`config.mk`:
```
export PLATFORM = sky130hd
export DESIGN_NAME = jtag_tap_controller
export DESIGN_NICKNAME = d
export VERILOG_FILES = /design/src/rtl/jtag_tap_controller.sv
export SDC_FILE = /design/constraint.sdc
export NUM_CORES = 1
export LEC_CHECK = 0
export CORE_ASPECT_RATIO = 0.8
export CORE_MARGIN = 2
export CORE_UTILIZATION = 30
export CTS_BUF_LIST = sky130_fd_sc_hd__clkbuf_8
export DETAILED_ROUTE_END_ITERATION = 6
export PLACE_DENSITY = 0.6
export REMOVE_ABC_BUFFERS = 1
export SYNTH_ARGS = -nofsm -noshare
export SYNTH_HDL_FRONTEND = slang
export SYNTH_SLANG_ARGS = --single-unit
```
`constraint.sdc`:
```
create_clock -name jtag_tck -period 1.3 [get_ports jtag_tck]
set_input_delay 0.13 -clock jtag_tck [delete_from_list [all_inputs] [get_ports jtag_tck]]
set_output_delay 0.13 -clock jtag_tck [all_outputs]
set_load 0.1 [all_outputs]
```
`src/rtl/jtag_tap_controller.sv`:
```
// IEEE 1149.1-style TAP controller serving IDCODE/USERCODE/BYPASS and forwarding DEBUG to the debug unit.
// Define JTAG_USERCODE_EN to give opcode 0011 the 32-bit USERCODE register; otherwise it decodes as BYPASS.
module jtag_tap_controller #(
   parameter              TECHNOLOGY    = "Generic",
   parameter logic [31:0] JTAG_IDCODE   = 32'h0000_0001,
   parameter logic [31:0] JTAG_USERCODE = 32'h0
) (
   input  logic jtag_tck,
   input  logic jtag_trst,
   input  logic jtag_tms,
   input  logic jtag_tdi,
   output logic jtag_tdo,
   output logic jtag_tdo_oe,
   output logic tap_tck,
   output logic tap_TestLogicReset,
   output logic tap_CaptureDR,
   output logic tap_ShiftDR,
   output logic tap_PauseDR,
   output logic tap_UpdateDR,
   output logic dbg_sel,
   output logic dbg_tdi,
   input  logic dbg_tdo
);

   typedef enum logic [3:0] {
      ST_TLR, ST_RTI,
      ST_SEL_DR, ST_CAP_DR, ST_SH_DR, ST_EX1_DR, ST_PAU_DR, ST_EX2_DR, ST_UPD_DR,
      ST_SEL_IR, ST_CAP_IR, ST_SH_IR, ST_EX1_IR, ST_PAU_IR, ST_EX2_IR, ST_UPD_IR
   } tap_state_t;

   localparam logic [3:0] IR_IDCODE   = 4'b0010;
   localparam logic [3:0] IR_USERCODE = 4'b0011;
   localparam logic [3:0] IR_DEBUG    = 4'b1000;

   tap_state_t  state, next_state;
   logic [3:0]  ir_shift;
   logic [3:0]  ir_latched;
   logic [31:0] dr_shift;
   logic        bypass_reg;
   logic        sel_idcode, sel_usercode, sel_bypass;

   always_ff @(posedge jtag_tck) begin
      if (jtag_trst) state <= ST_TLR;
      else           state <= next_state;
   end

   always_comb begin
      next_state = state;
      case (state)
         ST_TLR:    next_state = jtag_tms ? ST_TLR    : ST_RTI;
         ST_RTI:    next_state = jtag_tms ? ST_SEL_DR : ST_RTI;
         ST_SEL_DR: next_state = jtag_tms ? ST_SEL_IR : ST_CAP_DR;
         ST_CAP_DR: next_state = jtag_tms ? ST_EX1_DR : ST_SH_DR;
         ST_SH_DR:  next_state = jtag_tms ? ST_EX1_DR : ST_SH_DR;
         ST_EX1_DR: next_state = jtag_tms ? ST_UPD_DR : ST_PAU_DR;
         ST_PAU_DR: next_state = jtag_tms ? ST_EX2_DR : ST_PAU_DR;
         ST_EX2_DR: next_state = jtag_tms ? ST_UPD_DR : ST_SH_DR;
         ST_UPD_DR: next_state = jtag_tms ? ST_SEL_DR : ST_RTI;
         ST_SEL_IR: next_state = jtag_tms ? ST_TLR    : ST_CAP_IR;
         ST_CAP_IR: next_state = jtag_tms ? ST_EX1_IR : ST_SH_IR;
         ST_SH_IR:  next_state = jtag_tms ? ST_EX1_IR : ST_SH_IR;
         ST_EX1_IR: next_state = jtag_tms ? ST_UPD_IR : ST_PAU_IR;
         ST_PAU_IR: next_state = jtag_tms ? ST_EX2_IR : ST_PAU_IR;
         ST_EX2_IR: next_state = jtag_tms ? ST_UPD_IR : ST_SH_IR;
         ST_UPD_IR: next_state = jtag_tms ? ST_SEL_DR : ST_RTI;
         default:   next_state = ST_TLR;
      endcase
   end

   assign sel_idcode = (ir_latched == IR_IDCODE);
   assign dbg_sel    = (ir_latched == IR_DEBUG);
`ifdef JTAG_USERCODE_EN
   assign sel_usercode = (ir_latched == IR_USERCODE);
`else
   assign sel_usercode = 1'b0;
`endif
   assign sel_bypass = !(sel_idcode || sel_usercode || dbg_sel);

   // The latched IR is also cleared on the way into TLR so a DEBUG selection drops as soon as TLR is reached.
   always_ff @(posedge jtag_tck) begin
      if (jtag_trst) begin
         ir_shift   <= 4'b0000;
         ir_latched <= IR_IDCODE;
         dr_shift   <= 32'h0;
         bypass_reg <= 1'b0;
      end else begin
         if (state == ST_CAP_IR)     ir_shift <= 4'b0101;
         else if (state == ST_SH_IR) ir_shift <= {jtag_tdi, ir_shift[3:1]};

         if (state == ST_TLR || next_state == ST_TLR) ir_latched <= IR_IDCODE;
         else if (state == ST_UPD_IR)                 ir_latched <= ir_shift;

         if (state == ST_CAP_DR) begin
            if (sel_idcode) dr_shift <= JTAG_IDCODE;
`ifdef JTAG_USERCODE_EN
            if (sel_usercode) dr_shift <= JTAG_USERCODE;
`endif
            if (sel_bypass) bypass_reg <= 1'b0;
         end else if (state == ST_SH_DR) begin
            if (sel_idcode || sel_usercode) dr_shift <= {jtag_tdi, dr_shift[31:1]};
            if (sel_bypass) bypass_reg <= jtag_tdi;
         end
      end
   end

   always_comb begin
      jtag_tdo = 1'b0;
      if (state == ST_SH_IR) begin
         jtag_tdo = ir_shift[0];
      end else if (state == ST_SH_DR) begin
         if (dbg_sel)                         jtag_tdo = dbg_tdo;
         else if (sel_idcode || sel_usercode) jtag_tdo = dr_shift[0];
         else                                 jtag_tdo = bypass_reg;
      end
   end

   assign jtag_tdo_oe        = (state == ST_SH_DR) || (state == ST_SH_IR);
   assign tap_tck            = jtag_tck;
   assign dbg_tdi            = jtag_tdi;
   assign tap_TestLogicReset = (state == ST_TLR);
   assign tap_CaptureDR      = (state == ST_CAP_DR);
   assign tap_ShiftDR        = (state == ST_SH_DR);
   assign tap_PauseDR        = (state == ST_PAU_DR);
   assign tap_UpdateDR       = (state == ST_UPD_DR);

endmodule

```
Word level (Yosys, flattened, before mapping)

Cells that the tools add are included.

Equality and inequality tests: 17
Muxes and demuxes: 27
Bitwise logic cells: 1
Reduce and logical (&&, ||, !) cells: 14

Operators with widths:

| cell                                                 | count |
|---|---|
| 2-to-1 mux 32 bit                                    | 4 |
| case mux 4 bit (12 select lines)                     | 1 |
| equality test 4 bit (second input constant)          | 9 |
| equality test 4 x 3 -> 1 bit (second input constant) | 4 |
| 2-to-1 mux 4 bit                                     | 4 |
| equality test 4 x 2 -> 1 bit (second input constant) | 3 |
| 2-to-1 mux 3 bit                                     | 4 |
| 2-to-1 mux 1 bit                                     | 11 |
| zero test 4 bit                                      | 2 |
| OR reduction 2 bit                                   | 4 |
| 2-to-1 mux 2 bit                                     | 3 |
| equality test 4 x 1 -> 1 bit (second input constant) | 1 |
| AND reduction 2 bit                                  | 2 |
| nonzero test 2 bit                                   | 2 |
| logical OR 1 bit                                     | 3 |
| OR reduction 3 bit                                   | 1 |
| NOT 1 bit                                            | 1 |

Bits in registers: 45
Output and inout port bits: 10
Word-level logic and storage cells: 65

Longest topological paths before layout

Gate-level depths: netlist of run 1.

Depth after elaboration: 6
Depth in mapped cells: 6

==> flow_metrics.tcl, run 1 <==
set metrics [dict create \
    run_status "complete, but fails checks" \
    hold_path.class "in -> reg" \
    drv_cap 0 \
    drive_gt1_share_pct 66.3 \
    num_io_pins 15 \
    fin_crit_ns 1.90 \
    p_int_uw 2590 \
    ir_worst_vdd_mv 1.46 \
    rows 26 \
    tightest_slew_ns 0.484 \
    finalHoldViolCount 0 \
    violations "setup timing" \
    cp_slowest_stage_delay_ns 0.32 \
    cp_slowest_cell "dfxtp_2" \
    diodes 0 \
    overflow 0 \
    fmax_mhz 526 \
    dp.final_hpwl_um 3040 \
    syn_area_per_cell_um2 7.98 \
    finalSetupViolations 49 \
    grt_pass1_wl_um 9570 \
    path_class "reg -> out" \
    skew_ns 0.00482 \
    timing.final.crit_share_pct 146 \
    route.detailed.drc 0 \
    power_frac_seq_pct 35.3 \
    rsz0062_at_grt "true" \
    instances_no_fill 404 \
    place.gp.congestion 0.779 \
    endpoint_kind "output pin" \
    start_util_pct 31.3 \
    leakage_uw 0.00133 \
    mostFrequentLayoutCells "38 x dfxtp_1, 35 x buf_4, 29 x a21oi_2" \
    drt_iter0_markers 93 \
    p_sw_share_pct 35.5 \
    crit_arrival_ns 1.77 \
    postCtsHoldBufs 0 \
    port_buffers 14 \
    die_y_um 77.5 \
    ys_ff_latch 45 \
    power.density_nw_per_um2 1050 \
    synth_warnings 0 \
    firstDrtPassIters 4 \
    postLayoutCellArea_um2 3820 \
    top_register "dr_shift" \
    required_ns 1.17 \
    via_per_inst 5.12 \
    switchingPower_uw 1430 \
    areaGrowthSynthToFinish_pct 88.3 \
    dp_cells 366 \
    slew_violations 0 \
    wl_per_cell_um 15.7 \
    post_dp_cell_area_um2 2570 \
    ys_seq_area_share_pct 44.4 \
    multi_input_area_um2 1630 \
    drt.antenna.violating_nets 0 \
    cp-start-kind "flip-flop" \
    grt_pass1_vias 1911 \
    fp.coreArea_um2 6470 \
    die_w_um 95.9 \
    nFillCells 496 \
    register_area_um2 910 \
    ys_types 43 \
    die_area_um2 7430 \
    grt_usage_pct 16.3 \
    vias 2068 \
    grt_start_max_net_pins 22 \
    hold_path_depth 3 \
    totalWireLength_um 6350 \
    layout_commonest_cell "dfxtp_1" \
    nets 324 \
    path_cells "or2_4 > nor3b_4 > a221oi_2 > a32o_2 > buf_12" \
    async_flop_share_pct 0 \
    synth_edf_count 0 \
    slew_headroom_pct 68.0 \
    netlist_area_um2 2030 \
    clk_latency_ns 0.39 \
    worst-path-max-fanout 4 \
    cts_tree "yes" \
    path_clk_slew_ns 0.08 \
    p_clk_share_pct 32.8 \
    power_frac_comb_pct 31.9 \
    synthCells 254 \
    p_total_uw 4020 \
    reg2reg_depth 9 \
    setup_tns_ns -15.48 \
    largest_register_ffs 32 \
    antenna_found_initial 0 \
    synthFlopType "dfxtp_1" \
    setup_slack_ns -0.601 \
]
[metal layers]
| metal | GRT usage [%] | part of all wire (%) |
|---|---|---|
| met1 | 24.0 | 45 |
| met2 | 23.5 | 50 |
| met3 | 3.20 | 3.2 |
| met4 | 5.57 | 1.8 |
| met5 | 0 | 0 |
[layout make-up]
type / instances / share of cell area (%)
Clock inverter: 3 / 0.361
Clock buffer: 9 / 3.02
Sequential cell: 45 / 23.8
Inverter: 9 / 1.18
Tap cell: 84 / 2.75
Timing Repair Buffer: 79 / 26.1
Multi-Input combinational cell: 175 / 42.8
[power by group through the flow]
stage	sequential (uW)	clock (uW)	combinational (uW)
after detailed placement	1440	302	720
final	1420	1320	1280
after floorplan	1480	0	312
after global routing	1420	1420	1350
after global placement	1440	302	715
after CTS	1410	1330	1130
[worst max-delay path: cells and delay by family (launching register included)]
family | cells | cell delay, ns
buf+inv | 1 | 0.17
compound gates | 2 | 0.36
simple gates | 2 | 0.52
flops | 1 | 0.32
[final timing paths]
path            startpoint      endpoint  slack (ns)
max reg2reg       state[2]  dr_shift[12]       -0.38
max          ir_latched[0]      jtag_tdo       -0.60
min              jtag_trst      state[0]        0.44
min reg2reg    ir_shift[3]   ir_shift[3]        0.46
[cell usage after synthesis, types with 2 or more instances]
master | instances | share of area, %
a21oi_1 | 41 | 10
a311oi_1 | 2 | 0.86
a31oi_1 | 2 | 0.62
and3_1 | 2 | 0.62
buf_2 | 9 | 2.2
buf_4 | 5 | 1.9
clkbuf_1 | 10 | 1.9
dfxtp_1 | 45 | 44
inv_1 | 9 | 1.7
mux2i_1 | 4 | 2.0
nand2_1 | 37 | 6.9
nand3_1 | 36 | 8.9
nor2_1 | 11 | 2.0
nor3_1 | 3 | 0.74
nor3b_1 | 2 | 0.74
o21ai_0 | 8 | 2.0
xnor2_1 | 2 | 0.86
[cell families (layout without fill, tap and decap cells)]
| logic type | after synthesis | count (layout) | synth area share [%] |
|---|---|---|---|
| muxes | 4 | 4 | 1.98 |
| buffers and inverters | 34 | 100 | 7.78 |
| DFF | 45 | 45 | 44.4 |
| and+or+nand+nor | 103 | 103 | 25.2 |
| xor gates and xnor gates | 2 | 2 | 0.864 |
| AOI/OAI and AO/OA | 66 | 66 | 19.7 |
[stage by stage]
step / setup WS, ns / util [%] / hold WS [ns]
4_1_cts: -0.591 / 52.7 / 0.440
3_5_place_dp: -0.420 / 39.7 / 0.445
3_3_place_gp: -0.420 / 39.7 / 0.439
6_report: -0.601 / 58.9 / 0.436
5_1_grt: -0.640 / 58.9 / 0.452
2_1_floorplan: -2.75 / - / 0.130
[repair_timing]
action,in CTS,in global routing
pin swaps,54,45
resized for setup,107,86
gates cloned,7,0
buffers inserted,17,6
setup endpoints to repair,50,53
No activity file was read; power rests on OpenSTA's default activity.
==> inputs of run 2 (changes only) <==
- CTS_CLUSTER_DIAMETER: not set -> 100
- clock period: 1.3 -> 1.6 ns (I/O delays scaled with it)
==> run 2 against run 1 <==
The run still ends with setup timing left. Wire length is 6.7% lower. Critical endpoint unchanged. Critical path depth stayed put. Final area is 7.8% lower. First-iteration DRC count is 40% higher. Die area stayed put. Total power is 20% lower. Critical path type unchanged. Clock skew is 0.0014 ns higher.
==> flow_metrics.tcl, run 2 (synthesis results as in run 1) <==
set metrics [dict create \
    overflow 0 \
    slew_headroom_pct 71.0 \
    mostFrequentLayoutCells "37 x dfxtp_1, 26 x a21oi_2, 25 x buf_4" \
    vias 2033 \
    cp-start-kind "flip-flop" \
    drt_iter0_markers 130 \
    p_int_uw 2070 \
    switchingPower_uw 1150 \
    clk_latency_ns 0.40 \
    die_w_um 95.9 \
    place.gp.congestion 0.823 \
    totalWireLength_um 5920 \
    grt_pass1_vias 1647 \
    crit_arrival_ns 1.75 \
    path_class "reg -> out" \
    p_clk_share_pct 35.5 \
    wl_per_cell_um 15.4 \
    finalHoldViolCount 0 \
    rows 26 \
    nFillCells 537 \
    drive_gt1_share_pct 59.5 \
    violations "setup timing" \
    rsz0062_at_grt "true" \
    endpoint_kind "output pin" \
    fin_hold_ws_ns 0.458 \
    hold_path.class "reg -> reg" \
    postLayoutCellArea_um2 3520 \
    grt_start_max_net_pins 33 \
    power_frac_comb_pct 28.8 \
    start_util_pct 31.3 \
    worst-path-max-fanout 2 \
    num_io_pins 15 \
    slew_violations 0 \
    die_area_um2 7430 \
    finalSetupViolations 38 \
    grt_pass1_wl_um 7860 \
    layout_commonest_cell "dfxtp_1" \
    via_per_inst 5.28 \
    postCtsHoldBufs 0 \
    skew_ns 0.00619 \
    power.density_nw_per_um2 917 \
    largest_register_ffs 32 \
    power_frac_seq_pct 35.7 \
    drv_cap 0 \
    required_ns 1.44 \
    setup_slack_ns -0.311 \
    dp.final_hpwl_um 2920 \
    fp.coreArea_um2 6470 \
    timing.final.crit_share_pct 119 \
    path_clk_slew_ns 0.08 \
    fin_crit_ns 1.91 \
    fmax_mhz 523 \
    top_register "dr_shift" \
    route.detailed.drc 0 \
    firstDrtPassIters 4 \
    leakage_uw 0.00119 \
    p_sw_share_pct 35.7 \
    cts_tree "yes" \
    nets 305 \
    drt.antenna.violating_nets 0 \
    antenna_found_initial 0 \
    post_dp_cell_area_um2 2460 \
    areaGrowthSynthToFinish_pct 73.6 \
    run_status "complete, but fails checks" \
    tightest_slew_ns 0.433 \
    ir_worst_vdd_mv 1.26 \
    die_y_um 77.5 \
    diodes 0 \
    port_buffers 14 \
    grt_usage_pct 13.1 \
]
## run 2: changes by cell type in the layout (fill, tap and decap cells not counted), moves of 4 or more
cell | before | now
buf_4 | 35 | 25
nand3_4 | 10 | 1
buf_6 | 17 | 9
buf_16 | 6 | 0
clkbuf_16 | 0 | 6
nand3_2 | 18 | 23
a21oi_1 | 11 | 15
nand2_2 | 12 | 8
nand3_1 | 8 | 12
## run 2: area by class of cell
| class | instances | area (um^2) | area share [%] |
|---|---|---|---|
| timing repair buffer | 60 | 807 | 22.9 |
| clock buffer | 9 | 124 | 3.52 |
| sequential | 45 | 913 | 26.0 |
| inverter | 9 | 41.3 | 1.17 |
| tap | 84 | 105 | 2.99 |
| clock inverter | 3 | 18.8 | 0.533 |
| multi-input combinational | 175 | 1510 | 42.9 |
## run 2: path summary, 6_finish.rpt
kind / start / to / slack (ns) / cells past startpoint
setup reg to reg: state[2] / dr_shift[28] / -0.13 / 8
setup / recovery: state[3] / jtag_tdo / -0.31 / 5
hold / removal: ir_shift[1] / ir_shift[1] / 0.46 / 2
hold reg to reg: ir_shift[1] / ir_shift[1] / 0.46 / 2
## run 2: timing repair
item                                    4_1_cts  5_1_grt
endpoints found under the setup margin        9       41
gates cloned                                  1        7
pin swaps                                     6       56
setup buffers                                 5       12
gates resized for setup                      39      127
## run 2: power by group through the flow
| stage | logic, uW | clock network [uW] | registers, uW |
|---|---|---|---|
| after global routing | 973 | 1210 | 1150 |
| after detailed placement | 565 | 245 | 1170 |
| after CTS | 651 | 1160 | 1150 |
| final | 929 | 1150 | 1150 |
| after global placement | 560 | 245 | 1170 |
| after floorplan | 254 | 0 | 1200 |
## run 2: through the flow
step / worst slack [ns] / power (uW) / setup TNS [ns] / instances / utilization (%)
2_1_floorplan: -2.48 / 1460 / -23.20 / 229 / -
3_3_place_gp: -0.300 / 1970 / -0.300 / 351 / 37.9
3_5_place_dp: -0.300 / 1980 / -0.301 / 351 / 37.9
4_1_cts: -0.319 / 2960 / -0.979 / 368 / 43.3
5_1_grt: -0.358 / 3330 / -5.35 / 385 / 54.3
6_report: -0.311 / 3230 / -2.41 / 385 / 54.3
## run 2: worst max-delay path, stage by stage (launching register included)
cell,delay (ns)
dfxtp_2,0.33
nand2b_4,0.13
or3_4,0.35
a221oi_2,0.17
a32o_2,0.19
buf_12,0.18
## run 2: layer usage
layer	wire, um	track usage, %	share of wire, %
met1	2850	19.8	48
met2	2800	18.1	47
met3	178	2.62	3.0
met4	89	4.71	1.5
met5	0	0	0
==> inputs of run 3 (changes only) <==
- CORE_UTILIZATION: 30 -> 54
- PLACE_DENSITY: 0.6 -> 0.89
==> run 3 against run 2 <==
The flow still finishes with violations (setup timing). Combinational power is 25% lower. Non-clock buffer count down 18. Sequential share of layout area up 5.3 points. Clock power is 17% higher. Utilization up 29 points. Die area shrank 43%. First-iteration DRC count up 42%. Final cell count down 16%. Sequential cell count unchanged. Sequential power is essentially flat. Worst setup slack got worse by 0.051 ns. Critical path type unchanged. Largest power group is now clock.
==> flow_metrics.tcl, run 3 (synthesis results as in run 1) <==
set metrics [dict create \
    run_status "complete, but fails checks" \
    violations "setup timing" \
    cts_tree "yes" \
    hold_path.class "reg -> reg" \
    endpoint_kind "output pin" \
    areaGrowthSynthToFinish_pct 44.3 \
    drive_gt1_share_pct 33.9 \
    drv_cap 0 \
    antenna_found_initial 0 \
    p_total_uw 3200 \
    start_util_pct 57.6 \
    grt_start_max_net_pins 33 \
    diodes 0 \
    totalWireLength_um 6050 \
    path_clk_slew_ns 0.09 \
    nets 287 \
    met3_usage_pct 7.02 \
    fin_crit_ns 1.96 \
    postLayoutCellArea_um2 2920 \
    leakage_uw 0.00103 \
    instances_no_fill 325 \
    slew_violations 0 \
    required_ns 1.44 \
    fp.coreArea_um2 3520 \
    slew_headroom_pct 77.6 \
    register_area_um2 913 \
    via_per_inst 6.19 \
    die_y_um 58.8 \
    skew_ns 0.00830 \
    use_met2_pct 39.3 \
    clk_latency_ns 0.40 \
    vias 2011 \
    num_io_pins 15 \
    rsz0062_at_grt "true" \
    finalHoldViolCount 0 \
    wl_per_cell_um 18.6 \
    port_buffers 14 \
    route.detailed.drc 0 \
    largest_register_ffs 32 \
    power.density_nw_per_um2 1090 \
    nFillCells 188 \
    die_area_um2 4260 \
    tightest_slew_ns 0.334 \
    overflow 0 \
    firstDrtPassIters 4 \
    grt_usage_pct 25.0 \
    rows 19 \
    finalSetupViolations 26 \
    ir_worst_vdd_mv 1.60 \
    crit_arrival_ns 1.80 \
    reg2reg_depth 6 \
    die_w_um 72.5 \
    multi_input_area_um2 1160 \
    drt.antenna.violating_nets 0 \
    layout_commonest_cell "dfxtp_1" \
    busiest_layer "met2" \
    grt_pass1_wl_um 8200 \
    worst-path-max-fanout 2 \
    setup_slack_ns -0.362 \
    post_dp_cell_area_um2 2380 \
    top_register "dr_shift" \
    fin_hold_ws_ns 0.456 \
    grtUsageMet1_pct 33.4 \
    hold_path_depth 2 \
    grt_pass1_vias 1730 \
    path_class "reg -> out" \
    cp-start-kind "flip-flop" \
    r2r_slack_ns -0.06 \
    place.gp.congestion 0.786 \
    dp_cells 306 \
    mostFrequentLayoutCells "37 x dfxtp_1, 36 x nand3_1, 35 x nand2_1" \
    dp.final_hpwl_um 2850 \
    fmax_mhz 510 \
    timing.final.crit_share_pct 123 \
    drt_iter0_markers 185 \
]
==> run 3: cell types whose count changed in the layout (fill, tap and decap cells not counted), sizes merged <==
cell and delta:
inv -1, clkbuf -1, clkinvlp -1, bufinv +1, buf -15, bufbuf -1
==> run 3: cell type report <==
class	count	area share, %
well taps	42	1.80
clock inverters	2	1.16
repair buffers	42	19.9
flip-flops and latches	45	31.2
clock buffers	10	4.71
multi-input cells	175	39.6
inverters	9	1.63
==> run 3: power breakdown <==
part / switching [uW] / total, uW / internal, uW
Combinational: 410 / 696 / 286
Clock: 626 / 1350 / 720
Sequential: 24.3 / 1160 / 1140
Total: 1060 / 3200 / 2140
==> run 3: worst paths after layout <==
path,startpoint,endpoint
min,dr_shift[20],dr_shift[20]
max reg2reg,state[2],dr_shift[11]
min reg2reg,dr_shift[20],dr_shift[20]
max,state[3],jtag_tdo
==> run 3: worst max-delay path: stages, from the launching register on <==
cell and delay (ns):
dfxtp_2 0.34, nand2b_4 0.14, or3_4 0.35, a221oi_2 0.20
a32o_2 0.19, buf_12 0.17
==> run 3: through the flow <==
stage	utilization (%)	TNS, ns	setup WS [ns]
after floorplan	-	-23.20	-2.48
after global placement	67.7	-0.300	-0.300
after detailed placement	67.7	-0.300	-0.300
after CTS	75.4	-1.35	-0.299
after global routing	83.1	-2.84	-0.398
final	83.1	-1.38	-0.362
==> run 3: per-layer routing <==
layer / share of wire (%) / wire length (um) / vias to the layer above
met1: 40 / 2400 / 938
met4: 2.6 / 155 / 0
li1: - / - / 945
met3: 7.0 / 424 / 17
met5: 0 / 0 / -
met2: 51 / 3070 / 111
==> run 3: timing repair <==
| item | in CTS | in global routing |
|---|---|---|
| cloned | 0 | 3 |
| buffers inserted | 1 | 4 |
| endpoints found under the setup margin | 10 | 15 |
| pin swaps | 3 | 5 |
| hold buffers | 0 | 0 |
| gates resized for setup | 29 | 44 |
